$ cat config.mk
export PLATFORM = sky130hd
export DESIGN_NAME = mem_block_mover
export DESIGN_NICKNAME = d
export VERILOG_FILES = /design/src/rtl/mem_block_mover.sv
export SDC_FILE = /design/constraint.sdc
export NUM_CORES = 1
export LEC_CHECK = 0
export CAP_MARGIN = 20
export CELL_PAD_IN_SITES_DETAIL_PLACEMENT = 1
export CELL_PAD_IN_SITES_GLOBAL_PLACEMENT = 2
export CORE_MARGIN = 2
export CORE_UTILIZATION = 30
export DETAILED_ROUTE_END_ITERATION = 8
export HOLD_SLACK_MARGIN = 0.1
export PLACE_DENSITY_LB_ADDON = 0.1
export REMOVE_ABC_BUFFERS = 1
export SLEW_MARGIN = 20
export SYNTH_ARGS = -nofsm -noshare
export SYNTH_HDL_FRONTEND = slang
export SYNTH_SLANG_ARGS = --single-unit
$ cat constraint.sdc
create_clock -name CLK -period 3.6 [get_ports CLK]
set_input_delay 1.08 -clock CLK [delete_from_list [all_inputs] [get_ports CLK]]
set_output_delay 1.08 -clock CLK [all_outputs]
set_load 0.02 [all_outputs]
$ cat src/rtl/mem_block_mover.sv
// mem_block_mover: memory-port initiator for a 2^AW x DW single-port RAM
// (async read, sync write on M_En). Runs a block COPY (SRC -> DST,
// forward order) or block FILL (FILL_VAL -> DST) without CPU involvement.
//
// Ports:
//   CLK, RST_N          clock, synchronous active-low reset
//   START, MODE         request pulse (sampled in IDLE); 0 = COPY, 1 = FILL
//   SRC, DST, LEN       base addresses and word count (0..2^AW)
//   FILL_VAL            fill constant
//   BUSY, DONE          transfer in progress / one-cycle completion pulse
//   M_ADDR, M_WD, M_En  RAM address, write data, write enable (registered)
//   M_RD                RAM read data (combinational from M_ADDR)
//   CSUM                sum of written words (only with the macro below)
//
// Optional feature: define MEM_BLOCK_MOVER_CHECKSUM_EN to add the CSUM port.
module mem_block_mover #(
  parameter int AW = 8,
  parameter int DW = 16
) (
  input  logic          CLK,
  input  logic          RST_N,
  input  logic          START,
  input  logic          MODE,
  input  logic [AW-1:0] SRC,
  input  logic [AW-1:0] DST,
  input  logic [AW:0]   LEN,
  input  logic [DW-1:0] FILL_VAL,
  output logic          BUSY,
  output logic          DONE,
  output logic [AW-1:0] M_ADDR,
  output logic [DW-1:0] M_WD,
  output logic          M_En,
  input  logic [DW-1:0] M_RD
`ifdef MEM_BLOCK_MOVER_CHECKSUM_EN
  ,
  output logic [DW-1:0] CSUM
`endif
);

  typedef enum logic [2:0] {IDLE, RD, WR, FL, FIN} state_t;

  state_t        state;
  logic [AW-1:0] src_ptr, dst_ptr;
  logic [AW:0]   cnt;

  // Pointers wrap naturally at 2^AW.
  logic [AW-1:0] src_inc, dst_inc;
  logic          last;
  assign src_inc = src_ptr + 1'b1;
  assign dst_inc = dst_ptr + 1'b1;
  assign last    = (cnt == {{AW{1'b0}}, 1'b1});

  // All memory-side outputs are registered and loaded for the state being
  // entered, so nothing on the RAM port depends combinationally on inputs.
  // M_WD doubles as the copy data register: RD captures M_RD straight into
  // it, and in FL it simply holds the latched fill constant.
  always_ff @(posedge CLK) begin
    if (!RST_N) begin
      state   <= IDLE;
      src_ptr <= '0;
      dst_ptr <= '0;
      cnt     <= '0;
      BUSY    <= 1'b0;
      DONE    <= 1'b0;
      M_ADDR  <= '0;
      M_WD    <= '0;
      M_En    <= 1'b0;
`ifdef MEM_BLOCK_MOVER_CHECKSUM_EN
      CSUM    <= '0;
`endif
    end else begin
      case (state)
        IDLE: begin
          DONE <= 1'b0;
          if (START) begin
            src_ptr <= SRC;
            dst_ptr <= DST;
            cnt     <= LEN;
`ifdef MEM_BLOCK_MOVER_CHECKSUM_EN
            CSUM    <= '0;
`endif
            if (LEN == '0) begin
              state <= FIN;
              DONE  <= 1'b1;
            end else if (!MODE) begin
              state  <= RD;
              BUSY   <= 1'b1;
              M_ADDR <= SRC;
            end else begin
              state  <= FL;
              BUSY   <= 1'b1;
              M_ADDR <= DST;
              M_WD   <= FILL_VAL;
              M_En   <= 1'b1;
            end
          end
        end

        RD: begin
          state  <= WR;
          M_ADDR <= dst_ptr;
          M_WD   <= M_RD;
          M_En   <= 1'b1;
        end

        WR: begin
          src_ptr <= src_inc;
          dst_ptr <= dst_inc;
          cnt     <= cnt - 1'b1;
`ifdef MEM_BLOCK_MOVER_CHECKSUM_EN
          CSUM    <= CSUM + M_WD;
`endif
          M_En    <= 1'b0;
          M_WD    <= '0;
          if (last) begin
            state  <= FIN;
            BUSY   <= 1'b0;
            DONE   <= 1'b1;
            M_ADDR <= '0;
          end else begin
            state  <= RD;
            M_ADDR <= src_inc;
          end
        end

        FL: begin
          dst_ptr <= dst_inc;
          cnt     <= cnt - 1'b1;
`ifdef MEM_BLOCK_MOVER_CHECKSUM_EN
          CSUM    <= CSUM + M_WD;
`endif
          if (last) begin
            state  <= FIN;
            BUSY   <= 1'b0;
            DONE   <= 1'b1;
            M_ADDR <= '0;
            M_WD   <= '0;
            M_En   <= 1'b0;
          end else begin
            M_ADDR <= dst_inc;
          end
        end

        FIN: begin
          // START is deliberately not looked at here.
          state <= IDLE;
          DONE  <= 1'b0;
        end

        default: begin
          state  <= IDLE;
          BUSY   <= 1'b0;
          DONE   <= 1'b0;
          M_ADDR <= '0;
          M_WD   <= '0;
          M_En   <= 1'b0;
        end
      endcase
    end
  end

endmodule

==> qor.yml <==
placement:
  placedInstanceArea_mm2: 0.00415
  dp.cells: 568
  portBuffers: 87
  pre_cts_slack_ns: 0.592
  post-dp-hpwl_um: 8100
  routabilityCongestion: 0.778
timing:
  min_period_ns: 2.67
  hold_viol: 0
  finalSetupViolCount: 0
  skew_ns: 0.0102
  max_slew.worst_pin.slew_ns: 0.859
  rsz0062_at_grt: "false"
  worst_slack_ns: 0.933
  timing.fmax_mhz: 375
  maxSlewHeadroom_pct: 42.6
  finalMaxSlewViolations: 0
  whs_ns: 0.459
  post-route-period-util_pct: 74.1
  setup_tns_ns: 0
floorplanning:
  fp.dieW_um: 106
  coreArea_mm2: 0.0102
  rows: 37
  start_util_pct: 30.7
  die_area_mm2: 0.0113
  io_pins: 88
  die_h_um: 106
drt:
  drc: 0
  drt-pass1-iter-count: 4
  antenna_left: 0
  drt_iter0_markers: 137
  via_per_inst: 5.50
  routed_wl_um: 11200
  vias: 3169
  avgRoutedWirePerCell_um: 19.4
synth:
  synthMuxAreaShare_pct: 3.58
  synth_top_family_by_area: "compound AO/OA/AOI/OAI gates"
  ys_seq_elements: 55
  synth_ff_type: "dfxtp_1"
  syn-instance-count: 359
  synth_cell_type_count: 62
  syn_area_per_cell_um2: 8.76
  synth-seq-area-share_pct: 35.0
  synth.cell_area_mm2: 0.00314
  synthSimpleGateAreaFrac_pct: 20.4
  synth_compound_area_share_pct: 31.0
  yosys_warnings: 0
  yosys.area_share.adder_pct: 1.59
  async_flop_share_pct: 0
  synth-edff-count: 0
  synth_xor_area_share_pct: 3.34
clock_network:
  htreeDepth: 2
  cts_root_buf: "clkbuf_8"
  cts_tree: "built"
  cts-hold-fix-buffers: 0
  clk_latency_ns: 0.32
  post_cts_resize_count: 0
  cts.sinks: 55
  clockBufferDepth: 2
  clkTransAtPathRegs_ns: 0.11
  cts_setup_buffers: 0
  cts_buffers: 5
global_routing:
  grt_pass1_wl_um: 17900
  grt_antenna_before_repair: 0
  track_usage_pct: 20.0
  grt_pass1_vias: 3292
  grt_max_degree: 26
  grt-ovfl-total: 0
critical_path:
  crit_type: "input pin to register"
  crit_buf_inv: 1
  critPathRequiredTime_ns: 3.81
  r2r.worst_path.cells: 7
  endpoint_kind: "register"
  critical_path_arrival_ns: 2.88
  path_max_fanout: 6
  crit_start: "START"
  crit_family: "simple AND/OR/NAND/NOR gates"
  cp.depth: 6
  cp_slowest_cell: "clkdlybuf4s50_1"
  reg2reg_from: "state[2]$_SDFFE_PN0P_"
  critPathLaunchType: "input pin"
  cp_cell_sequence: "clkdlybuf4s50_1 -> or4b_1 -> nand2_2 -> o21ai_1 -> a221oi_1 -> nor2_1"
  crit_path_max_incr_delay_ns: 0.60
status:
  status: "finished clean"
final_layout:
  diodes: 0
  drive_gt1_share_pct: 9.77
  stdcell_area_mm2: 0.00424
  fin_cells: 576
  final_nets: 504
  area_growth_pct: 34.8
  final_util_pct: 41.4
flow_run:
  drv_cap: 0
min_path:
  worstHoldPathCells: 2
  hp-class: "register to register"
  min_from: "M_ADDR[2]$_SDFFE_PN0P_"
power:
  total_leakage_power_nw: 1.53
  power_density_mw_per_mm2: 490
  total_power_mw: 2.08
  peakVddDrop_mv: 0.178
layer usage:
layer  track usage, %  wire [um]
met1             26.5       5310
met2             34.0       5170
met3             3.49        541
met4             4.23        136
met5                0          0
cell usage in the layout (no fill, tap or decap), types with 8 or more instances in the layout:
master / n
a21oi_1: 17
a221o_1: 16
a221oi_1: 12
buf_4: 14
clkdlybuf4s50_1: 87
dfxtp_1: 55
mux2i_1: 9
nand2_1: 25
nand3_1: 9
nor2_1: 39
nor3_1: 14
o21ai_0: 14
o21ai_1: 8
o221a_1: 10
tightest hold or removal path: stages, from the launching register on:
cell and delay, ns:
dfxtp_1 0.32, nand2_1 0.05, o21ai_1 0.05
cells by family after synthesis:
kind of cell	Yosys count
AOI/OAI and AO/OA	121
and+or+nand+nor	122
DFF	55
buffers and inverters	34
adders and majority gates	4
muxes	11
xor gates and xnor gates	12
cells in the mapped netlist, types with 10 or more instances:
cell type	number	area, um2
a221oi_1	12	105
dfxtp_1	55	1100
o21ai_0	14	70.1
buf_2	11	55.1
a21oi_1	17	85.1
nand2_1	25	93.8
clkbuf_1	14	52.6
a221o_1	16	160
o221a_1	10	113
nor3_1	14	70.1
nor2_1	39	146
layout make-up:
cell class / instances / area [um2]
fillers: 1220 / 5990
multi-input cells: 270 / 1880
flip-flops and latches: 55 / 1100
repair buffers: 101 / 976
well taps: 136 / 170
clock buffers: 6 / 72.6
inverters: 6 / 22.5
clock inverters: 2 / 12.5
power breakdown:
group	total [mW]	internal, mW	switching, mW	leakage, nW
sequential	0.826	0.715	0.111	0.454
clock	0.361	0.137	0.224	0.0412
combinational	0.890	0.412	0.478	1.04
state kept, by name, indices dropped and copies added (netlist names):
| register | count |
|---|---|
| M_WD | 16 |
| cnt | 9 |
| M_ADDR | 8 |
| dst_ptr | 8 |
| src_ptr | 8 |
| state | 3 |
| BUSY | 1 |
| DONE | 1 |
| M_En | 1 |
worst paths after layout:
path / endpoint / slack (ns)
max: src_ptr[4]$_SDFFE_PN0P_ / 0.93
min reg2reg: M_ADDR[2]$_SDFFE_PN0P_ / 0.46
min: M_ADDR[2]$_SDFFE_PN0P_ / 0.46
max reg2reg: M_WD[15]$_SDFFE_PN0P_ / 1.29
(Power assumes the default switching activity.)
